[config.mk]
export PLATFORM = sky130hd
export DESIGN_NAME = axi4s_trim_to_length_flat
export DESIGN_NICKNAME = d
export VERILOG_FILES = /design/src/rtl/axi4s_trim_to_length_if.sv /design/src/rtl/axi4s_trim_to_length.sv /design/src/flat_wrapper.sv
export SDC_FILE = /design/constraint.sdc
export NUM_CORES = 1
export LEC_CHECK = 0
export CORE_MARGIN = 8
export CORE_UTILIZATION = 45
export CTS_BUF_LIST = sky130_fd_sc_hd__clkbuf_2
export DETAILED_ROUTE_END_ITERATION = 16
export GPL_TIMING_DRIVEN = 0
export PLACE_DENSITY_LB_ADDON = 0.1
export SETUP_SLACK_MARGIN = 0.15
export SYNTH_ARGS = -nofsm -noshare
export SYNTH_HDL_FRONTEND = slang
export SYNTH_SLANG_ARGS = --single-unit
export TNS_END_PERCENT = 10
[constraint.sdc]
create_clock -name clk -period 5 [get_ports clk]
set_input_delay 1 -clock clk [delete_from_list [all_inputs] [get_ports clk]]
set_output_delay 1 -clock clk [all_outputs]
set_load 0.01 [all_outputs]
[src/rtl/axi4s_trim_to_length_if.sv]
// AXI4-Stream bundle used on both sides of axi4s_trim_to_length.
//   tdata  : WIDTH-bit data, byte 0 in [7:0]
//   tuser  : on the tlast beat, valid byte count (0 = all bytes valid); 0 otherwise
//   tlast  : end of packet
//   tvalid : source has a beat
//   tready : sink accepts the beat
// Modports: master drives payload/valid, slave drives ready.
interface axi4s_trim_to_length_if #(
  parameter int unsigned WIDTH  = 32,
  parameter int unsigned UWIDTH = $clog2(WIDTH/8+1)
) ();
  logic [WIDTH-1:0]  tdata;
  logic [UWIDTH-1:0] tuser;
  logic              tlast;
  logic              tvalid;
  logic              tready;

  modport master (output tdata, output tuser, output tlast, output tvalid, input tready);
  modport slave  (input tdata, input tuser, input tlast, input tvalid, output tready);
endinterface

[src/rtl/axi4s_trim_to_length.sv]
// Truncates each packet to the length given by a 16-bit big-endian field
// found LEN_OFFSET bytes into the packet (plus LEN_ADJUST), discarding any
// trailing MAC padding so tuser reports the true final byte count.
// Ports:
//   clk, reset_n : clock, asynchronous active-low reset
//   upstream     : input stream (i_tdata/i_tuser/i_tlast/i_tvalid/i_tready)
//   downstream   : output stream (o_tdata/o_tuser/o_tlast/o_tvalid/o_tready),
//                  one-deep registered, 1-cycle latency
// Optional: define AXI4S_TRIM_TO_LENGTH_STATS_EN to add saturating 16-bit
//   trim_count / short_count outputs.
module axi4s_trim_to_length #(
  parameter int unsigned WIDTH      = 32,
  parameter int unsigned LEN_OFFSET = 2,
  parameter int          LEN_ADJUST = 0,
  parameter int unsigned UWIDTH     = $clog2(WIDTH/8+1)
) (
  input  logic clk,
  input  logic reset_n,
  axi4s_trim_to_length_if.slave  upstream,
  axi4s_trim_to_length_if.master downstream
`ifdef AXI4S_TRIM_TO_LENGTH_STATS_EN
  ,
  output logic [15:0] trim_count,
  output logic [15:0] short_count
`endif
);

  localparam int unsigned BYTES    = WIDTH / 8;
  localparam int unsigned WW       = 14;
  localparam int unsigned MSB_WORD = LEN_OFFSET / BYTES;
  localparam int unsigned LSB_WORD = (LEN_OFFSET + 1) / BYTES;
  localparam int unsigned MSB_LANE = LEN_OFFSET % BYTES;
  localparam int unsigned LSB_LANE = (LEN_OFFSET + 1) % BYTES;
  localparam int unsigned T_MIN    = LEN_OFFSET + 2;
  localparam bit          STRADDLE = (MSB_WORD != LSB_WORD);
  localparam logic [WW-1:0] W_MAX  = '1;

  typedef enum logic {PASS, DROP} state_t;

  state_t            state_q, state_d;
  logic [WW-1:0]     w_q, w_d;
  logic              len_valid_q, len_valid_d;
  logic [15:0]       end_q, end_d;
  logic [UWIDTH-1:0] rem_q, rem_d;
  logic [7:0]        msb_q, msb_d;
  logic              dv_q, dv_d, dl_q, dl_d;
  logic [WIDTH-1:0]  dd_q, dd_d;
  logic [UWIDTH-1:0] du_q, du_d;
  logic              trim_inc, short_inc;

  // Length field decode: T = clamp(field + LEN_ADJUST), E = last word, R = bytes in it
  logic [7:0]         fmsb, flsb;
  logic signed [17:0] t_raw;
  logic [15:0]        t_len, e_c;
  logic [UWIDTH-1:0]  r_c;

  assign fmsb  = STRADDLE ? msb_q : upstream.tdata[MSB_LANE*8 +: 8];
  assign flsb  = upstream.tdata[LSB_LANE*8 +: 8];
  assign t_raw = $signed({2'b00, fmsb, flsb}) + $signed(18'(LEN_ADJUST));

  always_comb begin
    if (t_raw < $signed(18'(T_MIN)))  t_len = 16'(T_MIN);
    else if (t_raw > 18'sd65535)      t_len = 16'hFFFF;
    else                              t_len = t_raw[15:0];
  end

  assign e_c = (t_len - 16'd1) / 16'(BYTES);
  assign r_c = UWIDTH'(t_len % 16'(BYTES));

  // On the LSB beat the freshly decoded length is used directly, since E may equal that word
  logic              at_lsb, at_msb, at_end, in_fire;
  logic [15:0]       cur_e;
  logic [UWIDTH-1:0] cur_r, n_c;

  assign at_lsb  = (w_q == WW'(LSB_WORD));
  assign at_msb  = (w_q == WW'(MSB_WORD));
  assign cur_e   = len_valid_q ? end_q : e_c;
  assign cur_r   = len_valid_q ? rem_q : r_c;
  assign at_end  = (len_valid_q || at_lsb) && ({2'b00, w_q} == cur_e);
  assign n_c     = (upstream.tuser == '0) ? UWIDTH'(BYTES) : upstream.tuser;
  assign in_fire = upstream.tvalid && upstream.tready;

  assign upstream.tready   = (state_q == DROP) || !dv_q || downstream.tready;
  assign downstream.tvalid = dv_q;
  assign downstream.tdata  = dd_q;
  assign downstream.tuser  = du_q;
  assign downstream.tlast  = dl_q;

  // Next-state and output-register logic
  always_comb begin
    state_d     = state_q;
    w_d         = w_q;
    len_valid_d = len_valid_q;
    end_d       = end_q;
    rem_d       = rem_q;
    msb_d       = msb_q;
    dv_d        = dv_q;
    dd_d        = dd_q;
    du_d        = du_q;
    dl_d        = dl_q;
    trim_inc    = 1'b0;
    short_inc   = 1'b0;

    if (dv_q && downstream.tready) dv_d = 1'b0;

    case (state_q)
      PASS: begin
        if (in_fire) begin
          dv_d = 1'b1;
          dd_d = upstream.tdata;
          dl_d = upstream.tlast;
          du_d = '0;
          w_d  = (w_q == W_MAX) ? w_q : w_q + 14'd1;
          if (STRADDLE && at_msb) msb_d = upstream.tdata[MSB_LANE*8 +: 8];
          if (at_lsb && !len_valid_q) begin
            len_valid_d = 1'b1;
            end_d       = e_c;
            rem_d       = r_c;
          end
          if (at_end && !upstream.tlast) begin
            // Length reached mid-packet: close it here and drop the padding
            dl_d        = 1'b1;
            du_d        = cur_r;
            trim_inc    = 1'b1;
            state_d     = DROP;
            w_d         = '0;
            len_valid_d = 1'b0;
          end else if (upstream.tlast) begin
            w_d         = '0;
            len_valid_d = 1'b0;
            if (at_end && (cur_r != '0) && (cur_r < n_c)) begin
              du_d     = cur_r;
              trim_inc = 1'b1;
            end else begin
              du_d      = upstream.tuser;
              short_inc = !at_end;
            end
          end
        end
      end
      DROP: begin
        if (in_fire && upstream.tlast) begin
          state_d = PASS;
          w_d     = '0;
        end
      end
      default: state_d = PASS;
    endcase
  end

  // State and output registers
  always_ff @(posedge clk or negedge reset_n) begin
    if (!reset_n) begin
      state_q     <= PASS;
      w_q         <= '0;
      len_valid_q <= 1'b0;
      end_q       <= '0;
      rem_q       <= '0;
      msb_q       <= '0;
      dv_q        <= 1'b0;
      dd_q        <= '0;
      du_q        <= '0;
      dl_q        <= 1'b0;
    end else begin
      state_q     <= state_d;
      w_q         <= w_d;
      len_valid_q <= len_valid_d;
      end_q       <= end_d;
      rem_q       <= rem_d;
      msb_q       <= msb_d;
      dv_q        <= dv_d;
      dd_q        <= dd_d;
      du_q        <= du_d;
      dl_q        <= dl_d;
    end
  end

`ifdef AXI4S_TRIM_TO_LENGTH_STATS_EN
  // Saturating per-packet event counters
  always_ff @(posedge clk or negedge reset_n) begin
    if (!reset_n) begin
      trim_count  <= '0;
      short_count <= '0;
    end else begin
      if (trim_inc && (trim_count != 16'hFFFF))   trim_count  <= trim_count + 16'd1;
      if (short_inc && (short_count != 16'hFFFF)) short_count <= short_count + 16'd1;
    end
  end
`else
  logic unused_stats;
  assign unused_stats = trim_inc ^ short_inc;
`endif

endmodule
[src/flat_wrapper.sv]
// flat-port wrapper written by rule: the top's interface ports become plain ports
module axi4s_trim_to_length_flat 
#(
  parameter int unsigned WIDTH      = 32,
  parameter int unsigned LEN_OFFSET = 2,
  parameter int          LEN_ADJUST = 0,
  parameter int unsigned UWIDTH     = $clog2(WIDTH/8+1)
)
  (clk, reset_n, upstream_tdata, upstream_tuser, upstream_tlast, upstream_tvalid, upstream_tready, downstream_tdata, downstream_tuser, downstream_tlast, downstream_tvalid, downstream_tready);
  axi4s_trim_to_length_if #(.WIDTH(WIDTH), .UWIDTH(UWIDTH)) upstream_i ();
  axi4s_trim_to_length_if #(.WIDTH(WIDTH), .UWIDTH(UWIDTH)) downstream_i ();
  input  logic clk;
  input  logic reset_n;
  input wire logic [$bits(upstream_i.tdata)-1:0] upstream_tdata;
  input wire logic [$bits(upstream_i.tuser)-1:0] upstream_tuser;
  input wire logic [$bits(upstream_i.tlast)-1:0] upstream_tlast;
  input wire logic [$bits(upstream_i.tvalid)-1:0] upstream_tvalid;
  output wire logic [$bits(upstream_i.tready)-1:0] upstream_tready;
  output wire logic [$bits(downstream_i.tdata)-1:0] downstream_tdata;
  output wire logic [$bits(downstream_i.tuser)-1:0] downstream_tuser;
  output wire logic [$bits(downstream_i.tlast)-1:0] downstream_tlast;
  output wire logic [$bits(downstream_i.tvalid)-1:0] downstream_tvalid;
  input wire logic [$bits(downstream_i.tready)-1:0] downstream_tready;
  assign upstream_i.tdata = upstream_tdata;
  assign upstream_i.tuser = upstream_tuser;
  assign upstream_i.tlast = upstream_tlast;
  assign upstream_i.tvalid = upstream_tvalid;
  assign upstream_tready = upstream_i.tready;
  assign downstream_tdata = downstream_i.tdata;
  assign downstream_tuser = downstream_i.tuser;
  assign downstream_tlast = downstream_i.tlast;
  assign downstream_tvalid = downstream_i.tvalid;
  assign downstream_i.tready = downstream_tready;
  axi4s_trim_to_length #(.WIDTH(WIDTH), .LEN_OFFSET(LEN_OFFSET), .LEN_ADJUST(LEN_ADJUST), .UWIDTH(UWIDTH)) u_core (.clk(clk), .reset_n(reset_n), .upstream(upstream_i), .downstream(downstream_i));
endmodule
# ---- Word-level counts from Yosys, hierarchy flattened
# Index checks and enable logic that the tools add are counted.
dict set report totals {
  ff_bits 69
  in_bits 40
  output_inout_bits 38
}
dict set report classes {
  n_addsub 2
  n_lt_le_gt_ge 3
  n_eq_ne 5
  muxes 25
  n_bitwise 1
  n_reduce_logical 22
}
# cell count
set ops {}
lappend ops {{two-way mux 14 bit} 6}
lappend ops {{two-way mux 16 bit} 2}
lappend ops {{case mux 14 bit (2 select lines)} 1}
lappend ops {{equality test 14 x 16 -> 1 bit} 1}
lappend ops {{greater-than comparator 16 bit (second input constant)} 1}
lappend ops {{less-than comparator 16 x 3 -> 1 bit (second input constant)} 1}
lappend ops {{subtractor 16 x 1 -> 16 bit (second input constant)} 1}
lappend ops {{adder 14 x 1 -> 14 bit (second input constant)} 1}
lappend ops {{equality test 14 bit (second input constant)} 1}
lappend ops {{zero test 14 bit} 1}
lappend ops {{two-way mux 3 bit} 4}
lappend ops {{two-way mux 1 bit} 10}
lappend ops {{AND reduction 3 bit} 3}
lappend ops {{logical AND 1 bit} 8}
lappend ops {{nonzero test 3 bit} 2}
lappend ops {{!= test 4 bit (second input constant)} 1}
lappend ops {{zero test 1 bit} 3}
lappend ops {{zero test 3 bit} 1}
lappend ops {{logical OR 1 bit} 3}
lappend ops {{less-than comparator 3 bit} 1}
lappend ops {{two-way mux 2 bit} 1}
lappend ops {{!= test 2 x 1 -> 1 bit (second input constant)} 1}
lappend ops {{!= test 2 bit (second input constant)} 1}
lappend ops {{case mux 1 bit (2 select lines)} 1}
lappend ops {{2 further kinds} 2}

# ---- Depth between registers and ports, before layout
# Gate-level depths: netlist (run 1).
dict set report depth {
  word_depth 12
  depth_mapped 15
  mapped_depth_nobuf 12
}

# ---- Worst setup path after synthesis (run 1)
# OpenSTA, ideal clock, no wires.
dict set report synth_timing {
  kind {input-to-reg}
  start {in upstream_tdata[29]}
  end {reg u_core.du_q[0] (netlist: u_core.downstream.tuser[0])}
  t_arrival_ps 3817
  setup_slack_ps 1057
  path_stages 15
  n_path_buf 3
  cell_sequence {buf_2 > or4_1 > buf_2 > or4_1 > clkbuf_1 > nand2_1 > nor2_1 > a21oi_1 > inv_1 > ha_1 > a21boi_0 > o21ai_0 > a21oi_1 > and4bb_2 > a221o_1}
}
dict set report synth_between {
  elab_chain_len 12
  elab_cells_between_ends 17
}
# element line_no
set synth_rtl {}
lappend synth_rtl {{start, declared} flat_wrapper.sv:14} ;# input wire logic [$bits(upstream_i.tdata)-1:0] upstream_tdata;
lappend synth_rtl {{greater-than comparator 16 bit} axi4s_trim_to_length.sv:63} ;# else if (t_raw > 18'sd65535) t_len = 16'hFFFF;
lappend synth_rtl {{two-way mux 16 bit} axi4s_trim_to_length.sv:63}
lappend synth_rtl {{two-way mux 16 bit (*)} axi4s_trim_to_length.sv:62} ;# if (t_raw < $signed(18'(T_MIN))) t_len = 16'(T_MIN);
lappend synth_rtl {{subtractor 16 x 1 -> 16 bit} axi4s_trim_to_length.sv:67} ;# assign e_c = (t_len - 16'd1) / 16'(BYTES);
lappend synth_rtl {{two-way mux 14 bit} axi4s_trim_to_length.sv:77} ;# assign cur_e = len_valid_q ? end_q : e_c;
lappend synth_rtl {{equality test 14 x 16 -> 1 bit} axi4s_trim_to_length.sv:79} ;# assign at_end = (len_valid_q || at_lsb) && ({2'b00, w_q} == cur_e);
lappend synth_rtl {{logical AND 1 bit} axi4s_trim_to_length.sv:79}
lappend synth_rtl {{logical AND 1 bit (2 in a row)} axi4s_trim_to_length.sv:131} ;# if (at_end && (cur_r != '0) && (cur_r < n_c)) begin
lappend synth_rtl {{two-way mux 3 bit} axi4s_trim_to_length.sv:131}
lappend synth_rtl {{two-way mux 3 bit} axi4s_trim_to_length.sv:128} ;# end else if (upstream.tlast) begin
lappend synth_rtl {{two-way mux 3 bit (*)} axi4s_trim_to_length.sv:120} ;# if (at_end && !upstream.tlast) begin
lappend synth_rtl {{end signal, assigned} axi4s_trim_to_length.sv:173} ;# du_q <= du_d;
lappend synth_rtl {{end, declared} axi4s_trim_to_length.sv:48} ;# logic [UWIDTH-1:0] du_q, du_d;
# Every way passes the cells marked *; elsewhere a longest branch is shown, timed or not.
# A chain may end at the register's enable or synchronous reset.

# ---- Final worst setup path (run 1)
dict set report layout_timing {
  start {in upstream_tdata[17]}
  end {reg u_core.w_q[5]}
}
dict set report layout_between {
  elab_chain_len 11
  elab_cells_between_ends 14
}
# element line_no
set layout_rtl {}
lappend layout_rtl {{greater-than comparator 16 bit} axi4s_trim_to_length.sv:63}
lappend layout_rtl {{two-way mux 16 bit} axi4s_trim_to_length.sv:63}
lappend layout_rtl {{two-way mux 16 bit (*)} axi4s_trim_to_length.sv:62}
lappend layout_rtl {{subtractor 16 x 1 -> 16 bit (*)} axi4s_trim_to_length.sv:67}
lappend layout_rtl {{two-way mux 14 bit (*)} axi4s_trim_to_length.sv:77}
lappend layout_rtl {{equality test 14 x 16 -> 1 bit (*)} axi4s_trim_to_length.sv:79}
lappend layout_rtl {{logical AND 1 bit (*)} axi4s_trim_to_length.sv:79}
lappend layout_rtl {{logical AND 1 bit (*)} axi4s_trim_to_length.sv:120}
lappend layout_rtl {{two-way mux 14 bit} axi4s_trim_to_length.sv:120}
lappend layout_rtl {{two-way mux 14 bit} axi4s_trim_to_length.sv:108} ;# if (in_fire) begin
lappend layout_rtl {{case mux 14 bit (2 select lines)} axi4s_trim_to_length.sv:106} ;# case (state_q)
lappend layout_rtl {{end signal, assigned} axi4s_trim_to_length.sv:166} ;# w_q <= w_d;
lappend layout_rtl {{end, declared} axi4s_trim_to_length.sv:41} ;# logic [WW-1:0] w_q, w_d;
# Every way passes the cells marked *; elsewhere a longest branch is shown, timed or not. The select of a mux whose other input is x is not followed.

==> metrics.log, run 1 <==
[metrics] run status: finished clean
[metrics] CTS root buffer: sky130_fd_sc_hd__clkbuf_2
[metrics] DR WL/cell: 17.8 um
[metrics] CP delay by family, top: simple AND/OR/NAND/NOR gates
[metrics] diodes inserted: 0
[metrics] layout cells sized above 1: a little under 8%
[metrics] setup TNS after final layout: 0 ns
[metrics] Worst Path Arrival: roughly 4.7 ns
[metrics] Placed Cells incl. Taps: between 600 and 700
[metrics] switching component of the power: 744 uW
[metrics] Sink Count: around 70
[metrics] max-slew headroom at the worst pin: approximately three fifths
[metrics] Crit Path Class: in -> reg
[metrics] Nets: approximately 600
[metrics] Final Skew: roughly 0.019 ns
[metrics] violation count after the first detailed-route iteration: around 220
[metrics] total die area: roughly 12,000 um^2
[metrics] latest clock arrival within the worst-skew pair: about 0.53 ns
[metrics] number of antenna violations at the first check in global routing: 0
[metrics] Slew Limit Fails: 0
[metrics] Logic pwr share: a little under two fifths
[metrics] count of mapped cells out of synthesis: approximately 470
[metrics] launch instance of the worst register-to-register path: u_core.w_q[9]
[metrics] total core area: ~8600 um^2
[metrics] antenna-violating nets left: 0
[metrics] Final setup viols: 0
[metrics] switching part of the total power: 37.6%
[metrics] Fill cells: around 810
[metrics] number of enable flip-flop cells after synthesis: 0
[metrics] TritonCTS clock tree: built
[metrics] Avg Cell Area, Syn: ~8.4 um^2
[metrics] I/O pin count: roughly 80
[metrics] highest fanout seen on the critical path: 10
[metrics] routed via count divided by cell count: roughly 5.5
[metrics] cts bufs inserted: 9
[metrics] final critical-path share of the clock period: between 80% and 90%
[metrics] Final min period: about 4.3 ns
[metrics] number of violations of the max-capacitance limit: 0
[metrics] transition time of the tightest slew-check pin: between 0.6 and 0.7 ns
[metrics] CTS-repair resized insts: 0
[metrics] maximum buffer depth of the clock tree: 2
[metrics] number of post-CTS setup repair buffers: 0
[metrics] cell at the slowest stage of the critical path: sky130_fd_sc_hd__or4_4
[metrics] Synth-to-Final Area Change: 27.2%
[metrics] largest stage delay on the critical path: ~0.60 ns
[metrics] utilization after layout: between 50 and 60%
[metrics] DIE WIDTH: 110 um
[metrics] clock transition at the registers of the reported paths: 0.21 ns
[metrics] routability congestion estimate from global placement: around 0.9
[metrics] total track usage: around a fifth
[metrics] category of the worst setup path launch point: input pin
[metrics] hold bufs inserted after CTS: 0
[metrics] Crit. End Element: flip-flop
[metrics] number of warnings issued by yosys: 0
[metrics] H-Tree Depth: 3
[metrics] effective utilization at floorplan: between 40 and 50%
[metrics] Critical Path Most Common Cell: sky130_fd_sc_hd__a31oi_1
[metrics] type of the most critical hold path: in -> async
[metrics] total count of hold-check failures in the final report: 0
[metrics] final routed DRC violation total: 0
[metrics] register share of total power: 39.8%
[metrics] GRT Residual Overflow: 0
[metrics] overall die height: 110 um
[metrics] drt first pass iters: 5
[metrics] PortBufs: 76
[metrics] unrepaired setup endpoints after global routing: no
[metrics] worst path bufs/invs: 3
[metrics] number of synthesized register bits: 69
[metrics] most common flop cell mapped by yosys: sky130_fd_sc_hd__dfrtp_1
[metrics] Detailed Place HPWL: about 9.1 mm
[metrics] vias in the first global route: ~3,600
[metrics] via count: around 3,700
[metrics] data required time at the worst endpoint: 5.40 ns
[metrics] global-route wire length before repair: 19.1 mm
[metrics] standard-cell row count: 34
[metrics] largest net degree at the start of global routing: 53
[metrics] Cell variety after synth: 60
[metrics] sequential area share after synthesis: 43.6%
[metrics] power share of the clock group: 22.1%
[metrics] non-filler cells in the finished layout: roughly 670
[metrics] post-detailed-routing wire length: roughly 12 mm
[metrics] internal power: between 1 and 1.5 mW
[metrics] top achievable clock speed: about 0.24 GHz
[metrics] Synthesized Nets: between 500 and 600
[metrics] Async SR Flop Fraction: 100%
[metrics] Lkg Pwr: around 2.2 nW
[metrics] launch point of the critical path: upstream_tdata[17]
[metrics] Mapped Area: between 3000 and 4000 um^2
[metrics] maximum resistive drop on vdd: ~230 uV
[metrics] critical path cell sequence: clkdlybuf4s50_1 -> or4_1 -> clkbuf_1 -> nor4_2 -> mux2i_1 -> xnor2_1 -> a31oi_1 -> or4_4 -> nor2_4 -> a221o_4 -> buf_8 -> a31oi_1
[metrics] power density over cell area: 393 nW/um^2
-- logic make-up after synthesis --
kind of cell	after synthesis	share of synthesized area, %
AND/OR/NAND/NOR	239	28.0
AO/OA/AOI/OAI	87	17.1
flip-flops	69	43.6
buffers and inverters	54	5.75
XOR/XNOR	14	3.10
multiplexers	6	1.55
adder cells (fa/ha/maj)	3	0.948
-- placed cells by master, fill, tap and decap left out, types with 2 or more instances in the layout --
cell                              synthesis  routed
sky130_fd_sc_hd__buf_2                    2       2
sky130_fd_sc_hd__a31oi_1                 10      10
sky130_fd_sc_hd__bufinv_16                0       3
sky130_fd_sc_hd__a211oi_1                 4       4
sky130_fd_sc_hd__o211ai_2                 2       2
sky130_fd_sc_hd__mux2i_1                  5       5
sky130_fd_sc_hd__o221ai_2                 7       7
sky130_fd_sc_hd__or3_1                    6       6
sky130_fd_sc_hd__o21ai_0                  9       9
sky130_fd_sc_hd__or4_1                    5       5
sky130_fd_sc_hd__ha_1                     3       3
sky130_fd_sc_hd__inv_1                   23      23
sky130_fd_sc_hd__and2_1                   3       3
sky130_fd_sc_hd__nand2b_1                 4       4
sky130_fd_sc_hd__nand2_1                124     124
sky130_fd_sc_hd__clkbuf_1                25      25
sky130_fd_sc_hd__nand3_1                 23      23
sky130_fd_sc_hd__nor2_1                  38      38
sky130_fd_sc_hd__xor2_1                   6       6
sky130_fd_sc_hd__o22ai_1                  2       2
sky130_fd_sc_hd__dfrtp_1                 69      69
sky130_fd_sc_hd__clkdlybuf4s50_1          0      75
sky130_fd_sc_hd__o21ai_1                  6       6
sky130_fd_sc_hd__a21o_1                   2       2
sky130_fd_sc_hd__o21a_1                   2       2
sky130_fd_sc_hd__nor4_1                   4       4
sky130_fd_sc_hd__or2_2                    2       2
sky130_fd_sc_hd__and3_1                   4       4
sky130_fd_sc_hd__nand4_1                  6       6
sky130_fd_sc_hd__nor3_1                  11      11
sky130_fd_sc_hd__o221ai_1                 4       4
sky130_fd_sc_hd__buf_4                    1       2
sky130_fd_sc_hd__a22oi_1                  2       2
sky130_fd_sc_hd__xnor2_1                  8       8
sky130_fd_sc_hd__clkbuf_2                 0       9
sky130_fd_sc_hd__a221o_1                  2       2
sky130_fd_sc_hd__a21oi_1                 19      19
sky130_fd_sc_hd__o31ai_1                  4       4
-- path summary, 6_finish.rpt --
path,end,slack (ns),cells after the start
setup / recovery,u_core.w_q[5],0.75,12
hold / removal,u_core.end_q[11],0.32,1
setup reg to reg,u_core.w_q[5],1.78,11
hold reg to reg,u_core.downstream.tdata[31],0.50,2
max in group asynchronous,u_core.end_q[4],4.13,2
min in group clk,u_core.downstream.tdata[31],0.50,2
-- power groups by stage --
| stage | combinational, mW | sequential (mW) | clock [mW] |
|---|---|---|---|
| floorplan | 0.460 | 0.797 | 0 |
| global placement | 0.739 | 0.794 | 0 |
| CTS | 0.754 | 0.787 | 0.441 |
| global route | 0.830 | 0.806 | 0.467 |
| detailed placement | 0.749 | 0.800 | 0 |
| finish | 0.755 | 0.788 | 0.437 |
-- registers in the layout, indices dropped and copies added, names as in the netlist --
signal                    cells
u_core.len_valid_q            1
u_core.downstream.tvalid      1
u_core.downstream.tuser       3
u_core.rem_q                  2
u_core.state_q                1
u_core.w_q                   14
u_core.end_q                 14
u_core.downstream.tlast       1
u_core.downstream.tdata      32
-- Yosys cell counts (all sizes together), types with 3 or more instances --
cell,n,area (um^2)
a21oi,19,95.1
nand2,124,465
ha,3,37.5
nor4,6,58.8
o221ai,11,140
or4,6,48.8
o31ai,5,51.3
dfrtp,69,1730
nand3,23,115
mux2i,5,50.1
nand4,6,37.5
xnor2,8,70.1
and2,3,18.8
or3,6,37.5
buf,6,47.5
a211oi,4,30.0
nor2,39,154
nor3,12,71.3
nand2b,4,25.0
xor2,6,52.6
and3,4,25.0
a221o,3,41.3
o21ai,15,75.1
clkbuf,25,93.8
inv,23,86.3
a31oi,11,75.1
-- final cells by class --
type | count | area (um^2) | area share, %
Tap cell | 108 | 135 | 2.68
Clock inverter | 6 | 111 | 2.21
Clock buffer | 9 | 45.0 | 0.894
Inverter | 23 | 86.3 | 1.71
Multi-Input combinational cell | 349 | 2010 | 39.8
Buffer | 31 | 141 | 2.81
Timing Repair Buffer | 77 | 786 | 15.6
Sequential cell | 69 | 1730 | 34.3
-- metal layers --
layer | wire length [um] | global-route usage, % | part of all wire, %
met5 | 0 | 0 | 0
met4 | 141 | 5.50 | 1.2
met3 | 839 | 4.98 | 7.0
met2 | 5560 | 31.5 | 46
met1 | 5430 | 28.1 | 45
-- per-stage QoR --
step | worst slack [ns] | hold slack [ns] | power [mW] | cell area [um^2]
after floorplan | 1.06 | 0.446 | 1.26 | 3960
after global placement | 0.175 | 0.458 | 1.53 | 4860
after detailed placement | 0.184 | 0.461 | 1.55 | 4880
after CTS | 0.748 | 0.297 | 1.98 | 5040
after global routing | 0.525 | 0.301 | 2.10 | 5040
final | 0.750 | 0.319 | 1.98 | 5040
(Power assumes the default switching activity.)
==> run 2: changes to the inputs <==
- SLEW_MARGIN: not set -> 20
==> results of run 2 <==
No change in the layout: final DEF, timing and power equal those of run 1.
